===== config.mk =====
export PLATFORM = sky130hd
export DESIGN_NAME = fetch_unit
export DESIGN_NICKNAME = d
export VERILOG_FILES = /design/src/rtl/fetch_unit.sv
export SDC_FILE = /design/constraint.sdc
export NUM_CORES = 1
export LEC_CHECK = 0
export ABC_CLOCK_PERIOD_IN_PS = 6500
export BUFFER_PORTS_ARGS = -buffer_cell sky130_fd_sc_hd__buf_2
export CAP_MARGIN = 25
export CORE_MARGIN = 2
export CORE_UTILIZATION = 35
export DETAILED_ROUTE_END_ITERATION = 8
export PLACE_DENSITY = 0.6
export SETUP_SLACK_MARGIN = 0.02
export SYNTH_ARGS = -nofsm -noshare
export SYNTH_HDL_FRONTEND = slang
export SYNTH_SLANG_ARGS = --single-unit

===== constraint.sdc =====
create_clock -name clk -period 6.5 [get_ports clk]
set_input_delay 1.3 -clock clk [delete_from_list [all_inputs] [get_ports clk]]
set_output_delay 1.3 -clock clk [all_outputs]
set_load 0.02 [all_outputs]

===== src/rtl/fetch_unit.sv =====
// Instruction-fetch stage: owns the architectural PC, issues word requests to
// instruction memory and holds each returned instruction until decode takes it.
module fetch_unit #(
   parameter int                XLEN     = 32,
   parameter logic [XLEN-1:0]   RESET_PC = '0
) (
   input  logic            clk,
   input  logic            rst_n,
   input  logic            redirect_valid,
   input  logic [1:0]      PCSrc,
   input  logic [XLEN-1:0] redirect_pc,
   input  logic [XLEN-1:0] imm,
   input  logic [XLEN-1:0] rs1,
   output logic            imem_req,
   output logic [XLEN-1:0] imem_addr,
   input  logic            imem_ready,
   input  logic            imem_rvalid,
   input  logic [31:0]     imem_rdata,
   output logic            inst_valid,
   output logic [31:0]     inst_out,
   output logic [XLEN-1:0] pc_out,
   input  logic            inst_ready,
   output logic            misalign_err
);

   localparam logic [1:0] PC_IMM     = 2'b01;
   localparam logic [1:0] PC_REG_IMM = 2'b10;

   localparam logic [1:0] S_IDLE      = 2'd0;
   localparam logic [1:0] S_FETCH     = 2'd1;
   localparam logic [1:0] S_WAIT_RESP = 2'd2;
   localparam logic [1:0] S_HOLD      = 2'd3;

   localparam logic [XLEN-1:0] BIT0 = XLEN'(1);
   localparam logic [XLEN-1:0] STEP = XLEN'(4);

   logic [1:0]      state, state_nxt;
   logic [XLEN-1:0] pc, pc_nxt;
   logic            drop, drop_nxt;
   logic            capture;
   logic            redirect;
   logic [XLEN-1:0] target_raw, target_pc;

   // PC_4 and the reserved 2'b11 encoding both leave the fetch stream alone.
   assign redirect   = redirect_valid && (PCSrc == PC_IMM || PCSrc == PC_REG_IMM);
   assign target_raw = (PCSrc == PC_REG_IMM) ? ((rs1 + imm) & ~BIT0)
                                             : (redirect_pc + imm);
   assign target_pc  = target_raw[1] ? {target_raw[XLEN-1:2], 2'b00} : target_raw;

   assign imem_req   = (state == S_FETCH);
   assign imem_addr  = pc;
   assign inst_valid = (state == S_HOLD);

   always_comb begin
      state_nxt = state;
      pc_nxt    = pc;
      drop_nxt  = drop;
      capture   = 1'b0;
      case (state)
         S_IDLE: state_nxt = S_FETCH;
         S_FETCH: begin
            if (imem_ready) begin
               state_nxt = S_WAIT_RESP;
               // A request accepted alongside a redirect fetched the old PC.
               drop_nxt  = redirect;
            end
         end
         S_WAIT_RESP: begin
            if (imem_rvalid) begin
               drop_nxt = 1'b0;
               if (drop || redirect) begin
                  state_nxt = S_FETCH;
               end else begin
                  capture   = 1'b1;
                  state_nxt = S_HOLD;
               end
            end else if (redirect) begin
               drop_nxt = 1'b1;
            end
         end
         S_HOLD: begin
            if (redirect) begin
               state_nxt = S_FETCH;
            end else if (inst_ready) begin
               state_nxt = S_FETCH;
               pc_nxt    = pc + STEP;
            end
         end
         default: state_nxt = S_IDLE;
      endcase
      if (redirect) pc_nxt = target_pc;
   end

   always_ff @(posedge clk or negedge rst_n) begin
      if (!rst_n) begin
         state        <= S_IDLE;
         pc           <= RESET_PC;
         drop         <= 1'b0;
         inst_out     <= '0;
         pc_out       <= '0;
         misalign_err <= 1'b0;
      end else begin
         state <= state_nxt;
         pc    <= pc_nxt;
         drop  <= drop_nxt;
         if (capture) begin
            inst_out <= imem_rdata;
            pc_out   <= pc;
         end
         if (redirect && target_raw[1]) misalign_err <= 1'b1;
      end
   end

endmodule


==> metrics.txt, run 1 <==
clock network fraction of total power=between 10% and 20%; Routability Congestion=~0.89; post-CTS setup buffers=0; worst slew pin tran=0.8731 ns; share of post-route cells with drive strength above 1=29.77%; largest fanout on the critical path=5; via density per instance=roughly 5.3; RSZ-0062 raised after global routing=false; synth unique cells=74; Diodes inserted=0; Mapped Avg Cell Area=8.988 µm²; Site Rows=55; Fin Setup TNS=0 ns; antenna viol nets, final=0; Fin. Hold Viols=0; Switching Share=between 40% and 50%; die area=around 25,000 µm²; critical path capture point type=flip-flop; Worst VDD drop=~130 µV; crit path buf inv count=2; family with the most delay on the worst path=compound AO/OA/AOI/OAI gates; ys flop type=dfrtp_1; Hold/Removal Path Class=reg2reg; fin worst setup slack=around 3 ns; number of global-route vias before repair=between 6,000 and 7,000; cells after synthesis=~910; number of synthesized flops with an enable pin=0; largest net degree at the start of global routing=between 60 and 70; placed cell area=between 9000 and 10,000 µm²; Avg WL per Cell=around 17 µm; hold buffer count at CTS=0; proportion of synthesized area in mux cells=around a tenth; Num CTS Buffers=9; core area=roughly 23,000 µm²; Fillers=between 2,000 and 2,500; fin. max-slew vios=0; slowest CP cell=a21boi_2; outcome=complete, no violations; clock slew at reported path FFs=approximately 0.080 ns; drt total wl=between 20,000 and 25,000 µm; total power draw=slightly above 0.003 W; slowest stage delay, CP=0.34 ns; GRT Total Usage=between 10% and 20%; Layout Skew=around 0.016 ns; Clock H-tree levels=3; worst-path cell chain=buf_2 > ha_1 > inv_1 > fa_1 > nor2b_4 > o31a_1 > o211ai_1 > o311ai_0 > a21boi_2 > o221ai_1 > xnor2_1 > a211oi_1; Clock Sinks=98; Critical Path RT=between 6 and 7 ns; Post-Synth XOR/XNOR Area=between 8 and 9%; Int Power=between 0.0015 and 0.002 W; dpl hpwl=approximately 20,000 µm; arrival time at the worst endpoint=3.74 ns; area delta synth->final=20.87%; final layout net count=1,323; number of cells upsized or downsized after cts=0; Worst slew margin=41.80%; number of DRC markers in iteration 0=a little under 500; Tmin final=3.478 ns; Logic pwr share=about 50%; LEAKAGE=4.630 nW; IO Count=about 240; post-layout instance area=9897 µm²; Worst Path Class, Setup=in2reg; antenna violations before repair=0; Remaining Overflow, GRT=0; Adder-Cell Fraction of Synth Area=between 10% and 20%; period utilization=approximately 54%; clock tree root driver cell=clkbuf_16; Achievable Freq=0.2876 GHz; Initial DRT Pass Iterations=6; #FFs+latches synth=98; Setup Viol. Count Final=0; post-place setup slack=approximately 2.6 ns; largest family of logic cells by synthesized area=compound AO/OA/AOI/OAI gates; Vias=around 7,700; TritonCTS clock tree=done; DR DRC count=0; max-cap violation count=0; Syn Std Cell Area=roughly 8000 µm²; net switching power=0.001320 W; Seq pwr share=roughly a third; Synth Area in Compound Gates=between 20 and 25%; first-pass GRT wire length=between 30,000 and 40,000 µm; sequential area share after synthesis=~30%; nature of the critical path startpoint=input pin; Layout Utilization=between 40% and 50%; Buffers on Ports=232; YS warnings=0; Pwr Density=314.2 nW/µm²; Initial Utilization=a little over a third; Max clock buf depth=2; worst-skew pair later-pin latency=approximately 0.36 ns; Chip Width=157.0 µm; Async S/R FF share, synth=between 90% and 100%; Post-Synth Simple-Gate Area=between 10% and 20%; die height=between 150 and 200 µm
power by group through the flow:
stage	logic [W]	clock network [W]	registers [W]
3_5_place_dp	0.00152	0	0.00107
5_1_grt	0.00165	0.000583	0.00109
4_1_cts	0.00152	0.000560	0.00106
3_3_place_gp	0.00151	0	0.00106
2_1_floorplan	0.000703	0	0.00134
6_report	0.00152	0.000541	0.00105
layout make-up:
class,instances,area (µm²),area share (%)
timing repair buffer,236,1194,12.06
inverter,24,90.09,0.9102
sequential,98,2452,24.78
clock buffer,11,242.7,2.453
tap,313,391.6,3.957
clock inverter,4,51.30,0.5183
multi-input combinational,749,5475,55.32
state kept, by name, summed over array words and instances (netlist names):
signal	count
inst_out	32
imem_addr	31
pc_out	31
state	2
drop	1
misalign_err	1
placed cells by master, fill, tap and decap left out, types with 4 or more instances in the layout:
master and instances:
nand3_1 27, nand2_1 63, nor2_1 71, a311oi_1 4, a31oi_1 8, or3_1 4
o21ai_1 10, o211ai_1 10, o21ai_0 38, nand3b_1 5, nor3_1 10, and2_1 8
a211oi_1 17, xnor2_1 47, buf_2 231, nand2b_1 12, buf_4 5, ha_1 67
nand4_1 21, xor2_1 31, nor2b_1 9, mux2_2 60, o22ai_1 6, a21o_1 32
and4_1 4, and3_1 13, clkbuf_16 9, a21oi_1 75, o21bai_1 8, mux2i_1 11
dfrtp_1 98, o21a_1 10, o31ai_1 5, inv_1 24
cell usage after synthesis (9+ instances only):
| master | number | area (µm²) |
|---|---|---|
| buf_2 | 16 | 80.08 |
| o21a_1 | 10 | 75.07 |
| nor2b_1 | 9 | 56.30 |
| and3_1 | 13 | 81.33 |
| dfrtp_1 | 98 | 2452 |
| xor2_1 | 31 | 271.5 |
| a21oi_1 | 75 | 375.4 |
| nand2_1 | 64 | 240.2 |
| nor3_1 | 10 | 50.05 |
| mux2_2 | 60 | 675.7 |
| nand4_1 | 21 | 131.4 |
| clkbuf_1 | 20 | 75.07 |
| nor2_1 | 71 | 266.5 |
| a21o_1 | 32 | 240.2 |
| a211oi_1 | 17 | 127.6 |
| xnor2_1 | 47 | 411.6 |
| o21ai_0 | 38 | 190.2 |
| ha_1 | 67 | 838.3 |
| nand2b_1 | 12 | 75.07 |
| o211ai_1 | 10 | 75.07 |
| nand3_1 | 27 | 135.1 |
| o21ai_1 | 10 | 50.05 |
| inv_1 | 24 | 90.09 |
| mux2i_1 | 11 | 110.1 |
per-layer routing:
layer  vias up  GRT usage [%]  part of all wire, %  wire [µm]
met2       268          30.66                   44      10890
met3        22          1.955                  5.7       1406
li1       3756              -                    -          -
met4         0          5.592                  1.5        380
met5         -              0                    0          0
met1      3606          28.58                   49      11950
final timing paths:
path | from | to | slack (ns) | depth (start not counted)
min | misalign_err | misalign_err | 0.48 | 1
max in group asynchronous | rst_n | inst_out[5] | 4.42 | 2
max reg2reg | state[0] | imem_addr[25] | 3.83 | 8
min reg2reg | misalign_err | misalign_err | 0.48 | 1
min in group asynchronous | rst_n | imem_addr[31] | 0.95 | 1
max | imm[0] | imem_addr[26] | 3.02 | 12
kinds of logic after synthesis:
| kind of cell | count (synthesis) |
|---|---|
| buf+inv | 65 |
| mux | 71 |
| xor+xnor | 78 |
| fa+ha+maj | 69 |
| simple gates | 259 |
| compound gates | 270 |
| other cells | 1 |
| flops | 98 |
through the flow:
step / instances / hold WS (ns)
2_1_floorplan: 912 / 0.5604
6_report: 1435 / 0.4753
4_1_cts: 1435 / 0.4756
3_3_place_gp: 1420 / 0.4490
3_5_place_dp: 1420 / 0.4600
5_1_grt: 1435 / 0.4994
No activity file was read; power rests on OpenSTA's default activity.
==> run 2: changes to the inputs <==
Settings changed: ABC_AREA from default to 1, ABC_CLOCK_PERIOD_IN_PS 6500 to 3000.
Clock period 6.5 ns to 3 ns, I/O delays scaled along.
==> run 2 against run 1 <==
Clock skew shrank 0.0059 ns. Core utilization fell by 0.79 points. Worst setup slack lost 2.6 ns. Via count rose by 39%. Combinational power rose by 140%. Area after synthesis up 17%. Sequential cell count is the same. Register-to-register slack got worse by 3.1 ns. Sequential share of layout area decreased by 3.4 points. Sequential power rose by 120%. First-iteration DRC count is 71% higher.
==> metrics.txt, run 2 <==
Vias=10,600 (was 7,652); critical path capture point type=flip-flop (unchanged); post-CTS setup buffers=0 (unchanged); number of synthesized flops with an enable pin=0 (unchanged); Routability Congestion=0.9633 (was 0.8921); most frequent cells in the layout=nand2_1 (504), inv_1 (258), buf_2 (231) (was buf_2 (231), dfrtp_1 (98), a21oi_1 (75)); Site Rows=60 (was 55); max reg flops=32 (unchanged); number of DRC markers in iteration 0=829 (was 486); via density per instance=5.023 (was 5.332); Worst VDD drop=290.1 µV (was 132.2 µV); slowest stage delay, CP=0.40 ns (was 0.34 ns); Worst Path Class, Setup=in2reg (unchanged); Layout Utilization=42.66% (was 43.45%); most common cell after layout, fill and taps aside=nand2_1 (was buf_2); cells taking the most area after synthesis=dfrtp_1 (26%), nand2_1 (20%), inv_1 (10%) (was dfrtp_1 (30%), ha_1 (10%), mux2_2 (8.3%)); number of cells upsized or downsized after cts=0 (unchanged); Worst slew margin=49.16% (was 41.80%); Mapped Avg Cell Area=6.228 µm² (was 8.988 µm²); nature of the critical path startpoint=input pin (unchanged); TritonCTS clock tree=done (unchanged); slowest CP cell=fa_1 (was a21boi_2); Tmin final=2.543 ns; drt total wl=34,290 µm (was 24,630 µm); dpl hpwl=28,930 µm (was 19,640 µm); clock slew at reported path FFs=0.07 ns (was 0.08 ns); Syn Std Cell Area=9542 µm² (was 8188 µm²); Avg WL per Cell=16.25 µm (was 17.16 µm); Chip Width=169.1 µm (was 157.0 µm); most instantiated cells after synthesis=nand2_1 (504), inv_1 (258), nor2_1 (117), nand3_1 (115), dfrtp_1 (98) (was dfrtp_1 (98), a21oi_1 (75), nor2_1 (71), ha_1 (67), nand2_1 (64)); die height=169.1 µm (was 157.0 µm); Initial Utilization=35.50% (was 35.95%); Biggest register=inst_out (unchanged); #FFs+latches synth=98 (unchanged); number of global-route vias before repair=9,946 (was 6,963); Synth top area share=25.70% (was 29.95%); largest net degree at the start of global routing=63 (was 67); LEAKAGE=6.431 nW (was 4.630 nW); period utilization=a little over four fifths; worst slew pin tran=0.7556 ns (was 0.8731 ns); Diodes inserted=0 (unchanged); Buffers on Ports=232 (unchanged); sequential area share after synthesis=25.70% (was 29.95%); Remaining Overflow, GRT=0 (unchanged); Layout Skew=0.009684 ns (was 0.01554 ns); hold buffer count at CTS=0 (unchanged); setup slack, reg-to-reg=0.76 ns (was 3.83 ns); Achievable Freq=between 0.3 and 0.4 GHz; Setup Viol. Count Final=0 (unchanged); Clock Sinks=98 (unchanged); outcome=complete, no violations (unchanged); Pwr Density=623.4 nW/µm² (was 314.2 nW/µm²); YS warnings=0 (unchanged); antenna viol nets, final=0 (unchanged); die area=28,600 µm² (was 24,630 µm²); RR Startpoint=imem_addr[2] (was state[0]); area delta synth->final=20.15% (was 20.87%); Hold/Removal Path Class=in2async (was reg2reg); Num CTS Buffers=9 (unchanged); Max clock buf depth=2 (unchanged); synth unique cells=45 (was 74); most used cell along the critical path=nand2_1; ys flop type=dfrtp_1 (unchanged); Async S/R FF share, synth=100.0% (unchanged); antenna violations before repair=0 (unchanged); worst-path cell chain=buf_2 > ha_1 > inv_1 > fa_1 > inv_1 > nand3_1 > nand3_1 > nand2_1 > nand2_1 > nand2_1 > nand2_1 > nand2_1 > nand2_1 > nand2_1 > nand3_1 > nand3_1 > nand2_1 > inv_1 (was buf_2 > ha_1 > inv_1 > fa_1 > nor2b_4 > o31a_1 > o211ai_1 > o311ai_0 > a21boi_2 > o221ai_1 > xnor2_1 > a211oi_1); max-cap violation count=0 (unchanged); cells after synthesis=1,532 (was 911); Crit Reg-Reg Endpoint=imem_addr[18] (was imem_addr[25]); RSZ-0062 raised after global routing=false (unchanged); Critical Path RT=3.25 ns (was 6.77 ns); core area=26,880 µm² (was 22,780 µm²); clock tree root driver cell=clkbuf_16 (unchanged); Initial DRT Pass Iterations=5 (was 6); most numerous cell in the Yosys netlist=nand2_1 (was dfrtp_1); final layout net count=1,969 (was 1,323); IO Count=235 (unchanged); DR DRC count=0 (unchanged); arrival time at the worst endpoint=2.79 ns (was 3.74 ns); GRT Total Usage=23.73% (was 19.58%); leading area contributor after synthesis=dfrtp_1 (unchanged); Clock H-tree levels=3 (unchanged); Fin. Hold Viols=0 (unchanged); Fin Setup TNS=0 ns (unchanged); fin. max-slew vios=0 (unchanged); first-pass GRT wire length=53,040 µm (was 37,840 µm); worst-skew pair later-pin latency=0.35 ns (was 0.36 ns); share of post-route cells with drive strength above 1=18.15% (was 29.77%); largest fanout on the critical path=5 (unchanged); worst r2r path cells=9 (was 8)
-- run 2: cell types whose count changed in the layout (fill, tap and decap cells not counted), sizes merged, moves of 11 or more --
cell and delta:
nand2 +444, inv +240, nand3 +89, nor2 +52, xnor2 -44, o21ai +41, a21o -30, mux2 -28
a211oi -20, nor3 +20, and3 -13, xor2 -13, nand2b -12, mux2i -11
-- run 2: layout make-up --
class / instances / area, µm²
multi-input cells: 1147 / 6012
fillers: 2942 / 15410
well taps: 341 / 426.7
repair buffers: 246 / 1294
flip-flops and latches: 98 / 2452
inverters: 262 / 983.4
clock inverters: 7 / 71.32
clock buffers: 9 / 225.2
-- run 2: kinds of logic after synthesis --
family	synth area share (%)
AO/OA/AOI/OAI	11.64
multiplexers	3.777
buffers and inverters	11.51
XOR/XNOR	1.928
AND/OR/NAND/NOR	36.19
adder cells (fa/ha/maj)	9.205
other	0.03930
flip-flops	25.70
-- run 2: layer usage --
layer,global-route usage [%],vias up,routed length (µm)
met5,0,-,0
met4,6.986,0,867
met3,1.941,55,2226
met2,38.19,396,14990
met1,34.02,4784,16210
li1,-,5364,-
-- run 2: how the worst max path moves through the flow --
stage / startpoint / endpoint / slack [ns] / depth (start not counted)
floorplan: redirect_pc[0] / imem_addr[30] / 0.78 / 17
global placement: imm[0] / imem_addr[30] / 0.13 / 18
detailed placement: imm[0] / imem_addr[30] / 0.12 / 18
CTS: imm[0] / imem_addr[30] / 0.48 / 18
global route: imm[0] / imem_addr[30] / 0.27 / 18
finish: imm[0] / imem_addr[30] / 0.46 / 18
-- run 2: power by group --
group	internal (W)	switching [W]	total, W
registers	0.00188	0.000442	0.00232
logic	0.00127	0.00242	0.00369
clock network	0.000586	0.000555	0.00114
total	0.00373	0.00341	0.00715
-- run 2: critical path, delay by kind of cell --
| kind | cells | cell delay [ns] |
|---|---|---|
| simple gates | 12 | 1.29 |
| fa+ha+maj | 2 | 0.62 |
| buf+inv | 4 | 0.30 |
-- run 2: stage by stage --
stage | hold WS (ns) | cells | total power (W) | area, µm² | setup WS, ns
global route | 0.3422 | 2110 | 0.007694 | 11460 | 0.2698
CTS | 0.3149 | 2110 | 0.007180 | 11460 | 0.4784
detailed placement | 0.4578 | 2094 | 0.006012 | 11170 | 0.1175
global placement | 0.4611 | 2094 | 0.005971 | 11170 | 0.1271
floorplan | 0.3044 | 1533 | 0.004639 | 9545 | 0.7800
finish | 0.2830 | 2110 | 0.007147 | 11460 | 0.4569
